## src/rtl/output_ts_restore_pkg.sv

```systemverilog
// Shared constants, FSM encoding and the byte-wide CRC-8 step for the TS restorer.
package output_ts_restore_pkg;

   localparam int         TS_PKT_LEN = 188;
   localparam logic [7:0] TS_SYNC    = 8'h47;
   localparam logic [7:0] CRC8_POLY  = 8'hD5;
   localparam logic [7:0] LAST_IDX   = 8'(TS_PKT_LEN - 1);

   typedef enum logic [1:0] {
      ST_SEEK     = 2'd0,
      ST_SYNC_OUT = 2'd1,
      ST_DATA_OUT = 2'd2
   } state_e;

   // MSB-first CRC-8 over one byte
   function automatic logic [7:0] crc8_byte(input logic [7:0] crc, input logic [7:0] d);
      logic [7:0] c;
      c = crc;
      for (int i = 7; i >= 0; i--) begin
         if (c[7] ^ d[i]) c = {c[6:0], 1'b0} ^ CRC8_POLY;
         else             c = {c[6:0], 1'b0};
      end
      return c;
   endfunction

endpackage

```

## src/rtl/ts_crc8_calc.sv

```systemverilog
// Running CRC-8 register; init restarts the sum from zero with the current byte.
module ts_crc8_calc
   import output_ts_restore_pkg::*;
(
   input  logic       clk,
   input  logic       rst,
   input  logic       ena,
   input  logic       init,
   input  logic [7:0] d,
   output logic [7:0] crc
);

   logic [7:0] crc_q, crc_d;

   always_comb begin
      crc_d = crc_q;
      if (ena) crc_d = crc8_byte(init ? 8'h00 : crc_q, d);
   end

   always_ff @(posedge clk) begin
      if (!rst) crc_q <= 8'h00;
      else      crc_q <= crc_d;
   end

   assign crc = crc_q;

endmodule

```

## src/rtl/output_ts_restore.sv

```systemverilog
// Rebuilds a 188-byte TS stream from an indexed byte FIFO, re-inserting the sync
// byte and (in NM) checking the CRC-8 carried at index 0 against the prior packet.
module output_ts_restore
   import output_ts_restore_pkg::*;
#(
   parameter logic [7:0] SYNC_BYTE = TS_SYNC,
   parameter int         ERR_CNT_W = 16
) (
   input  logic                 DCLK,
   input  logic                 RST,
   input  logic                 nm_or_hem,
   input  logic                 EMPTY,
   input  logic [7:0]           DATA_IN,
   input  logic [7:0]           BYTE_INDEX_IN,
   output logic                 RD_REQ,
   output logic [7:0]           DATA_OUT,
   output logic                 DVALID_OUT,
   output logic                 PSYNC_OUT,
   output logic                 LOCKED,
   output logic                 CRC_ERR,
   output logic [ERR_CNT_W-1:0] CRC_ERR_CNT
);

   state_e                 state_q, state_d;
   logic                   run_q, run_d, rd_pend_q, rd_pend_d, mode_q, mode_d;
   logic [7:0]             exp_q, exp_d, hold_q, hold_d, dout_q, dout_d;
   logic                   hold_v_q, hold_v_d, dval_q, dval_d, psync_q, psync_d;
   logic                   locked_q, locked_d, crc_err_q, crc_err_d, first_q, first_d;
   logic [ERR_CNT_W-1:0]   cnt_q, cnt_d;
   logic                   crc_ena, crc_init;
   logic [7:0]             crc_val, idx_next;

   ts_crc8_calc u_crc (
      .clk (DCLK),
      .rst (RST),
      .ena (crc_ena),
      .init(crc_init),
      .d   (DATA_IN),
      .crc (crc_val)
   );

   // run_q keeps RD_REQ low on the first cycle after reset
   assign RD_REQ = run_q && !EMPTY &&
                   (state_q == ST_SEEK || (state_q == ST_DATA_OUT && !hold_v_q));

   assign idx_next = (BYTE_INDEX_IN == LAST_IDX) ? (nm_or_hem ? 8'd1 : 8'd0)
                                                 : BYTE_INDEX_IN + 8'd1;

   always_comb begin
      state_d   = state_q;
      run_d     = 1'b1;
      rd_pend_d = RD_REQ;
      mode_d    = nm_or_hem;
      exp_d     = exp_q;
      hold_d    = hold_q;
      hold_v_d  = hold_v_q;
      dout_d    = dout_q;
      dval_d    = 1'b0;
      psync_d   = 1'b0;
      locked_d  = locked_q;
      crc_err_d = 1'b0;
      first_d   = first_q;
      cnt_d     = cnt_q;
      crc_ena   = 1'b0;
      crc_init  = 1'b0;

      if (state_q != ST_SEEK && nm_or_hem != mode_q) begin
         state_d  = ST_SEEK;
         locked_d = 1'b0;
         hold_v_d = 1'b0;
         first_d  = 1'b1;
      end else begin
         case (state_q)
            ST_SEEK: begin
               if (rd_pend_q && !nm_or_hem && BYTE_INDEX_IN == 8'd0) begin
                  {dout_d, dval_d, psync_d} = {SYNC_BYTE, 2'b11};
                  locked_d = 1'b1;
                  exp_d    = 8'd1;
                  first_d  = 1'b1;
                  state_d  = ST_DATA_OUT;
               end else if (rd_pend_q && nm_or_hem && BYTE_INDEX_IN == 8'd1) begin
                  {dout_d, dval_d, psync_d} = {SYNC_BYTE, 2'b11};
                  hold_d   = DATA_IN;
                  hold_v_d = 1'b1;
                  locked_d = 1'b1;
                  exp_d    = 8'd2;
                  crc_ena  = 1'b1;
                  crc_init = 1'b1;
                  state_d  = ST_SYNC_OUT;
               end
            end
            // Sync is on the output now; release the held byte and park any
            // byte that was already in flight when the sync was inserted.
            ST_SYNC_OUT: begin
               {dout_d, dval_d} = {hold_q, 1'b1};
               hold_v_d = 1'b0;
               state_d  = ST_DATA_OUT;
               if (rd_pend_q) begin
                  if (BYTE_INDEX_IN == exp_q) begin
                     hold_d   = DATA_IN;
                     hold_v_d = 1'b1;
                     exp_d    = idx_next;
                     crc_ena  = 1'b1;
                  end else begin
                     state_d  = ST_SEEK;
                     locked_d = 1'b0;
                     first_d  = 1'b1;
                  end
               end
            end
            ST_DATA_OUT: begin
               if (hold_v_q) begin
                  {dout_d, dval_d} = {hold_q, 1'b1};
                  hold_v_d = 1'b0;
               end else if (rd_pend_q) begin
                  if (BYTE_INDEX_IN != exp_q) begin
                     state_d  = ST_SEEK;
                     locked_d = 1'b0;
                     first_d  = 1'b1;
                  end else if (BYTE_INDEX_IN == 8'd0) begin
                     {dout_d, dval_d, psync_d} = {SYNC_BYTE, 2'b11};
                     crc_err_d = !first_q && (DATA_IN != crc_val);
                     exp_d     = 8'd1;
                  end else if (nm_or_hem && BYTE_INDEX_IN == 8'd1) begin
                     {dout_d, dval_d, psync_d} = {SYNC_BYTE, 2'b11};
                     hold_d   = DATA_IN;
                     hold_v_d = 1'b1;
                     exp_d    = 8'd2;
                     crc_ena  = 1'b1;
                     crc_init = 1'b1;
                     state_d  = ST_SYNC_OUT;
                  end else begin
                     {dout_d, dval_d} = {DATA_IN, 1'b1};
                     exp_d    = idx_next;
                     crc_ena  = 1'b1;
                     crc_init = (BYTE_INDEX_IN == 8'd1);
                     if (BYTE_INDEX_IN == LAST_IDX) first_d = 1'b0;
                  end
               end
            end
            default: state_d = ST_SEEK;
         endcase
      end

      if (crc_err_d && cnt_q != '1) cnt_d = cnt_q + 1'b1;
   end

   always_ff @(posedge DCLK) begin
      if (!RST) begin
         state_q   <= ST_SEEK;
         run_q     <= 1'b0;
         rd_pend_q <= 1'b0;
         mode_q    <= 1'b0;
         exp_q     <= 8'd0;
         hold_q    <= 8'd0;
         hold_v_q  <= 1'b0;
         dout_q    <= 8'd0;
         dval_q    <= 1'b0;
         psync_q   <= 1'b0;
         locked_q  <= 1'b0;
         crc_err_q <= 1'b0;
         first_q   <= 1'b1;
         cnt_q     <= '0;
      end else begin
         state_q   <= state_d;
         run_q     <= run_d;
         rd_pend_q <= rd_pend_d;
         mode_q    <= mode_d;
         exp_q     <= exp_d;
         hold_q    <= hold_d;
         hold_v_q  <= hold_v_d;
         dout_q    <= dout_d;
         dval_q    <= dval_d;
         psync_q   <= psync_d;
         locked_q  <= locked_d;
         crc_err_q <= crc_err_d;
         first_q   <= first_d;
         cnt_q     <= cnt_d;
      end
   end

   assign DATA_OUT    = dout_q;
   assign DVALID_OUT  = dval_q;
   assign PSYNC_OUT   = psync_q;
   assign LOCKED      = locked_q;
   assign CRC_ERR     = crc_err_q;
   assign CRC_ERR_CNT = cnt_q;

endmodule

```

## config.mk

```make
export PLATFORM = sky130hd
export DESIGN_NAME = output_ts_restore
export DESIGN_NICKNAME = d
export VERILOG_FILES = /design/src/rtl/output_ts_restore_pkg.sv /design/src/rtl/ts_crc8_calc.sv /design/src/rtl/output_ts_restore.sv
export SDC_FILE = /design/constraint.sdc
export NUM_CORES = 1
export LEC_CHECK = 0
export BUFFER_PORTS_ARGS = -buffer_cell sky130_fd_sc_hd__buf_2
export CAP_MARGIN = 10
export CORE_MARGIN = 8
export CORE_UTILIZATION = 32
export CTS_CLUSTER_SIZE = 24
export DETAILED_ROUTE_END_ITERATION = 8
export HOLD_SLACK_MARGIN = 0.03
export MAX_ROUTING_LAYER = met4
export SLEW_MARGIN = 20
export SYNTH_ARGS = -nofsm -noshare
export SYNTH_HDL_FRONTEND = slang
export SYNTH_SLANG_ARGS = --single-unit
```

## constraint.sdc

```tcl
create_clock -name DCLK -period 2.75 [get_ports DCLK]
set_input_delay 0.55 -clock DCLK [delete_from_list [all_inputs] [get_ports DCLK]]
set_output_delay 0.55 -clock DCLK [all_outputs]
set_load 0.005 [all_outputs]
```

## Yosys cells after proc, flatten, opt, wreduce, memory -nomap -nowiden

Index checks and enable logic that the tools add are counted.

| storage, ports and cells | value |
|---|---|
| bits in registers | 59 |
| logic and storage cells | 206 |
| bits of input ports | 20 |
| output and inout bits | 29 |

| cells by class | value |
|---|---|
| eq/ne operators | 28 |
| $add $sub $neg | 2 |
| reductions and logical operators | 28 |
| muxes and demuxes | 115 |
| bitwise logic cells | 18 |

Operators with widths:

| operator | number |
|---|---|
| 8-bit two-way mux | 42 |
| 8-bit case mux with 3 select lines | 3 |
| 1-bit two-way mux | 53 |
| 5-bit NOT | 8 |
| 2-bit two-way mux | 9 |
| 16-bit by 1-bit adder with 16-bit output, second input constant | 1 |
| 16-bit inequality test, second input constant | 1 |
| 2-bit inequality test, second input constant | 8 |
| 8-bit inequality test | 2 |
| 1-bit case mux with 3 select lines | 5 |
| 1-bit logical AND | 11 |
| 11-bit AND reduction | 1 |
| 5-bit AND reduction | 2 |
| 3-bit by 1-bit inequality test with 1-bit output, second input constant | 3 |
| 3-bit inequality test, second input constant | 3 |
| 9-bit AND reduction | 1 |
| 8-bit by 1-bit adder with 8-bit output, second input constant | 1 |
| 8-bit by 1-bit equality test with 1-bit output, second input constant | 1 |
| 8-bit equality test | 1 |
| 8-bit equality test, second input constant | 1 |
| 8-bit zero test | 1 |
| 2-bit by 1-bit inequality test with 1-bit output, second input constant | 4 |
| 8-bit AND reduction | 1 |
| 1-bit bitwise XOR | 8 |
| 15 further kinds | 20 |

## Logic depth before layout (Yosys ltp)

| logic depth | value |
|---|---|
| depth in word-level cells | 33 |
| depth in mapped cells | 12 |

## Modules after synthesis

From an unflattened synthesis, not the netlist that was laid out.

| second synthesis, totals | value |
|---|---|
| cells, all modules | 435 |
| area, all modules | 3709.8 µm² |

Modules (own cells, without submodules):

| module | cells an instance | instances | seq. area each (µm²) | area an instance (µm²) |
|---|---|---|---|---|
| output_ts_restore | 367 | 1 | 1021.0 | 2992.9 |
| ts_crc8_calc | 68 | 1 | 160.2 | 716.9 |

## Worst setup path before layout

No wires, ideal clock.

| timing | value |
|---|---|
| kind | input -> register |
| from | input BYTE_INDEX_IN[3] |
| to | register u_crc.crc_q[2], in the netlist u_crc.crc[2] |
| setup time | 63 ps |
| data arrival time | 2580 ps |
| stages on the path | 8 |
| data required time | 2687 ps |
| slack | 106 ps |
| path through | buf_4 -> xor2_2 -> or4_1 -> nor3_1 -> o21ai_1 -> a21oi_2 -> mux2_2 -> nor2_2 |

| between the ends | value |
|---|---|
| longest elaborated chain between the ends | 33 |
| elaborated cells between the ends (all ways) | 56 |
| classes of those cells | eq/ne (3); mux (33); bitwise (16); reduce/logical (4) |

Ends and longest elaborated chain:

| item | RTL line | text |
|---|---|---|
| start, declared | output_ts_restore.sv:14 | `input logic [7:0] BYTE_INDEX_IN,` |
| 8-bit by 1-bit equality test with 1-bit output | output_ts_restore.sv:81, output_ts_restore.sv:124, output_ts_restore.sv:136 |  |
| 1-bit logical AND | output_ts_restore.sv:124 | `end else if (nm_or_hem && BYTE_INDEX_IN == 8'd1) begin` |
| 1-bit two-way mux | output_ts_restore.sv:124 |  |
| 1-bit two-way mux | output_ts_restore.sv:120 | `end else if (BYTE_INDEX_IN == 8'd0) begin` |
| 1-bit two-way mux | output_ts_restore.sv:116 | `if (BYTE_INDEX_IN != exp_q) begin` |
| 1-bit two-way mux | output_ts_restore.sv:115 | `end else if (rd_pend_q) begin` |
| 1-bit two-way mux | output_ts_restore.sv:112 | `if (hold_v_q) begin` |
| 1-bit case mux with 2 select lines | output_ts_restore.sv:73 | `case (state_q)` |
| (+17 left out) | -- |  |
| 1-bit bitwise XOR or 5-bit NOT (tied branches) | -- |  |
| 8-bit two-way mux | output_ts_restore_pkg.sv:20 | `if (c[7] ^ d[i]) c = {c[6:0], 1'b0} ^ CRC8_POLY;` |
| 8-bit two-way mux | ts_crc8_calc.sv:17 | `if (ena) crc_d = crc8_byte(init ? 8'h00 : crc_q, d);` |
| 1-bit bitwise XOR or 5-bit NOT (tied branches) | -- |  |
| 8-bit two-way mux | output_ts_restore_pkg.sv:20 |  |
| 8-bit two-way mux | ts_crc8_calc.sv:17 |  |
| 1-bit bitwise XOR | output_ts_restore_pkg.sv:20 |  |
| 8-bit two-way mux | output_ts_restore_pkg.sv:20 |  |
| end signal, assigned | ts_crc8_calc.sv:22 | `else crc_q <= crc_d;` |
| end, declared | ts_crc8_calc.sv:13 | `logic [7:0] crc_q, crc_d;` |

Several ways; a longest one is shown, not always the timed one. The select of a mux whose other input is x is not followed.
A chain may end at the register's enable or synchronous reset.

## Worst setup path after layout

| timing | value |
|---|---|
| from | register state_q[0] |
| to | register u_crc.crc_q[6], in the netlist u_crc.crc[6] |

| between the ends | value |
|---|---|
| longest elaborated chain between the ends | 27 |
| elaborated cells between the ends (all ways) | 41 |
| classes of those cells | eq/ne (2); mux (20); bitwise (16); reduce/logical (3) |

Ends and longest elaborated chain:

| item | RTL line | text |
|---|---|---|
| start, declared | output_ts_restore.sv:24 | `state_e state_q, state_d;` |
| start signal, assigned | output_ts_restore.sv:165 | `state_q <= state_d;` |
| 2-bit equality test, or another cell as far along | output_ts_restore.sv:73 |  |
| 1-bit case mux with 2 select lines or 1-bit logical AND (tied branches) | output_ts_restore.sv:73, output_ts_restore.sv:67 |  |
| 1-bit two-way mux | output_ts_restore.sv:67 | `if (state_q != ST_SEEK && nm_or_hem != mode_q) begin` |
| 8-bit two-way mux | ts_crc8_calc.sv:17 |  |
| 1-bit bitwise XOR or 5-bit NOT (tied branches) | -- |  |
| 8-bit two-way mux | output_ts_restore_pkg.sv:20 |  |
| 8-bit two-way mux | ts_crc8_calc.sv:17 |  |
| 1-bit bitwise XOR or 5-bit NOT (tied branches) | -- |  |
| (+11 left out) | -- |  |
| 1-bit bitwise XOR or 5-bit NOT (tied branches) | -- |  |
| 8-bit two-way mux | output_ts_restore_pkg.sv:20 |  |
| 8-bit two-way mux | ts_crc8_calc.sv:17 |  |
| 1-bit bitwise XOR or 5-bit NOT (tied branches) | -- |  |
| 8-bit two-way mux | output_ts_restore_pkg.sv:20 |  |
| 8-bit two-way mux | ts_crc8_calc.sv:17 |  |
| 1-bit bitwise XOR | output_ts_restore_pkg.sv:20 |  |
| 8-bit two-way mux | output_ts_restore_pkg.sv:20 |  |

Several ways; a longest one is shown, not always the timed one. The select of a mux whose other input is x is not followed.

==> impl_metrics.csv <==
group,metric,value,unit
synthesis,synthAdderAreaFrac,2.73,%
synthesis,synth_top_cell_by_area,"dfxtp_1",
worst_setup_path,worstPathArrival,2740,ps
clock_tree,cts_sinks,59,
sta,hold-worst-slack,466,ps
clock_tree,h-tree-depth,3,
power_and_ir_drop,p_leak,1.87,nW
synthesis,syn-cell-area,3670,µm²
worst_setup_path,criticalPathCategory,"reg2reg",
synthesis,synth-compound-area-share,12.5,%
synthesis,yosysTopAreaCellShare,32.2,%
placed_design,placed_cell_area,4240,µm²
clock_tree,cts_tree,"built",
sta,min_period,2530,ps
synthesis,syn_avg_cell_area,8.54,µm²
placed_design,dp_hpwl,7620,µm
clock_tree,clk_pin_slew,50,ps
detailed_routing,routed_wl,9840,µm
sta,finalSetupViolCount,0,
sta,rsz0062_at_grt,"no",
layout,finalNetCount,528,
floorplan,die_area,15200,µm²
synthesis,syn_nets,458,
sta,slew_headroom,55.5,%
sta,maxClockFrequency,395,MHz
synthesis,synth.distinct_cells,59,
synthesis,synth_top_family_by_area,"simple AND/OR/NAND/NOR gates",
global_routing,grt_max_degree,29,
synthesis,synth.yosys.warnings,0,
run,cap_violations,0,
floorplan,rows,39,
worst_setup_path,crit_path_max_fanout,4,
global_routing,gr-usage-all-layers,13.9,%
power_and_ir_drop,vdd_drop_max,0.260,mV
synthesis,yosysSeqAreaShare,32.2,%
clock_tree,cts_buffers,9,
synthesis,ys_async_sr_fraction,0,%
detailed_routing,num_vias,3298,
sta,hold_viol,0,
layout,area_growth,24.2,%
status,status,"completed",
placed_design,gp_congestion,0.923,
sta,layout_worst_path_cycle_share,92.2,%
placed_design,placed_cells,632,
worst_hold_path,hold_class,"reg2reg",
worst_setup_path,required,2950,ps
detailed_routing,drc_errors,0,
layout,antenna_cells,0,
layout,final_layout_size_suffix_gt1_share,22.6,%
synthesis,synthFlopType,"dfxtp_1",
layout,nFillCells,1144,
synthesis,synth_xor_area_share,19.3,%
worst_setup_path,crit_chain,"inv_1, ha_1, and4b_1, and4b_1, nand4_2, nand3_1, xnor2_1, xnor3_1, xnor2_1, a21oi_1",
detailed_routing,drtIter0Drc,195,
floorplan,initial_core_util,32.4,%
worst_setup_path,cp_slowest_cell,"xnor3_1",
sta,fin_skew,3.46,ps
global_routing,antenna_found_initial,0,
detailed_routing,antenna_left,0,
clock_tree,cts_hold_repair.buffers,0,
floorplan,ios,49,
worst_setup_path,cp-end-kind,"flop",
clock_tree,insertion_delay,330,ps
sta,worst_pin_slew,663,ps
synthesis,ys_ff_latch,59,
floorplan,core_area,11300,µm²
floorplan,die_y,123,µm
worst_setup_path,max_stage_delay,500,ps
synthesis,synthCells,430,
synthesis,synth_simple_gate_area_share,24.8,%
layout,instances_no_fill,648,
synthesis,synth_edf_count,0,
clock_tree,cts_root_buf,"clkbuf_16",
power_and_ir_drop,p_per_area,531,nW/µm²
detailed_routing,via_per_inst,5.09,
synthesis,synthTopCellsByArea,"dfxtp_1, xnor2_1, nor2_1, mux2i_1, xor2_1",
synthesis,synth.area.mux_share,4.67,%
layout,multi_input_area,2350,µm²
layout,final_util,40.3,%
layout,regArea,1180,µm²
detailed_routing,drt-pass1-iter-count,4,
detailed_routing,wl_per_cell,15.2,µm
sta,maxSlewViolCount,0,
global_routing,grt_pass1_wl,16200,µm
global_routing,grt_pass1_vias,3313,
placed_design,port_buffers,48,
clock_tree,clock_path_buffers,2,
worst_setup_path,startpoint_type,"flop",
layout,final_area,4560,µm²
floorplan,die_w,123,µm
global_routing,grt-ovfl-total,0,
-- metrics by stage --
| stage | power, W | setup TNS, ps | setup slack (ps) |
|---|---|---|---|
| floorplan | 0.00113 | 0 | 106 |
| global route | 0.00252 | 0 | 69.1 |
| CTS | 0.00245 | 0 | 139 |
| global placement | 0.00122 | -41.0 | -22.3 |
| finish | 0.00242 | 0 | 215 |
| detailed placement | 0.00123 | -166 | -51.1 |
-- registers in the layout, indices dropped and copies added (netlist names) --
name         cells
state_q          2
u_crc.crc        8
mode_q           1
CRC_ERR          1
run_q            1
DVALID_OUT       1
DATA_OUT         8
first_q          1
hold_q           8
PSYNC_OUT        1
exp_q            8
CRC_ERR_CNT     16
LOCKED           1
hold_v_q         1
rd_pend_q        1
-- metal layers --
layer	track usage, %	vias to the layer above	wire length, µm
li1	-	1622	-
met1	16.3	1561	4380
met2	21.9	84	4750
met3	3.15	31	391
met4	6.85	0	314
met5	-	-	0
-- area by class of cell --
type	instances	area share, %
multi-input cells	338	51.6
flip-flops and latches	59	25.9
repair buffers	81	10.7
clock buffers	12	5.40
well taps	143	3.92
clock inverters	4	1.62
inverters	11	0.905
-- Yosys cell counts, types with 9 or more instances --
master / number
and2_1: 13
a21oi_1: 27
nand2_1: 25
o21ai_0: 13
or3_1: 9
inv_1: 10
clkbuf_1: 14
nor2_1: 47
xor2_1: 18
xnor2_1: 52
dfxtp_1: 59
nand3_1: 24
mux2i_1: 16
-- power by group --
part / switching (W) / total (W) / internal (W)
sequential: 0.00000663 / 0.000873 / 0.000866
clock: 0.000394 / 0.00121 / 0.000818
combinational: 0.000170 / 0.000336 / 0.000165
-- critical path: cells and delay by family, from the launching register on --
kind	cells	cell delay, ps
AOI/OAI and AO/OA	1	90
DFF	1	380
buffers and inverters	1	80
xor gates and xnor gates	3	970
adders and majority gates	1	240
and+or+nand+nor	4	650
-- final timing paths --
kind	slack (ps)	from	end	cells after the start
max	220	state_q[0]$_SDFFE_PP0P_	u_crc.crc[6]$_SDFFE_PN0P_	10
min	470	DATA_OUT[4]$_SDFFE_PN0P_	DATA_OUT[4]$_SDFFE_PN0P_	2
max reg2reg	220	state_q[0]$_SDFFE_PP0P_	u_crc.crc[6]$_SDFFE_PN0P_	10
min reg2reg	470	DATA_OUT[4]$_SDFFE_PN0P_	DATA_OUT[4]$_SDFFE_PN0P_	2
-- what timing repair did --
item,in CTS,in global routing
gates resized for setup,0,1
buffers inserted,0,0
setup endpoints to repair,0,8
-- cell usage in the layout, fill, tap and decap left out, drive strengths merged, types with 6 or more instances in the layout --
cell type	Yosys	final
xnor2	53	53
inv	10	10
nor2	48	48
xor2	20	20
dfxtp	59	59
mux2i	16	16
nand2	25	25
nand2b	6	6
nand3	25	25
buf	8	81
and2	14	14
o21ai	15	15
ha	8	8
clkbuf	14	12
a21oi	29	29
or3	11	11
-- cells by family after synthesis --
family                   count (synthesis)
AND/OR/NAND/NOR                        166
adder cells (fa/ha/maj)                  8
buffers and inverters                   33
flip-flops                              59
AO/OA/AOI/OAI                           72
XOR/XNOR                                75
multiplexers                            17
Power figures use the tool's default switching activity.
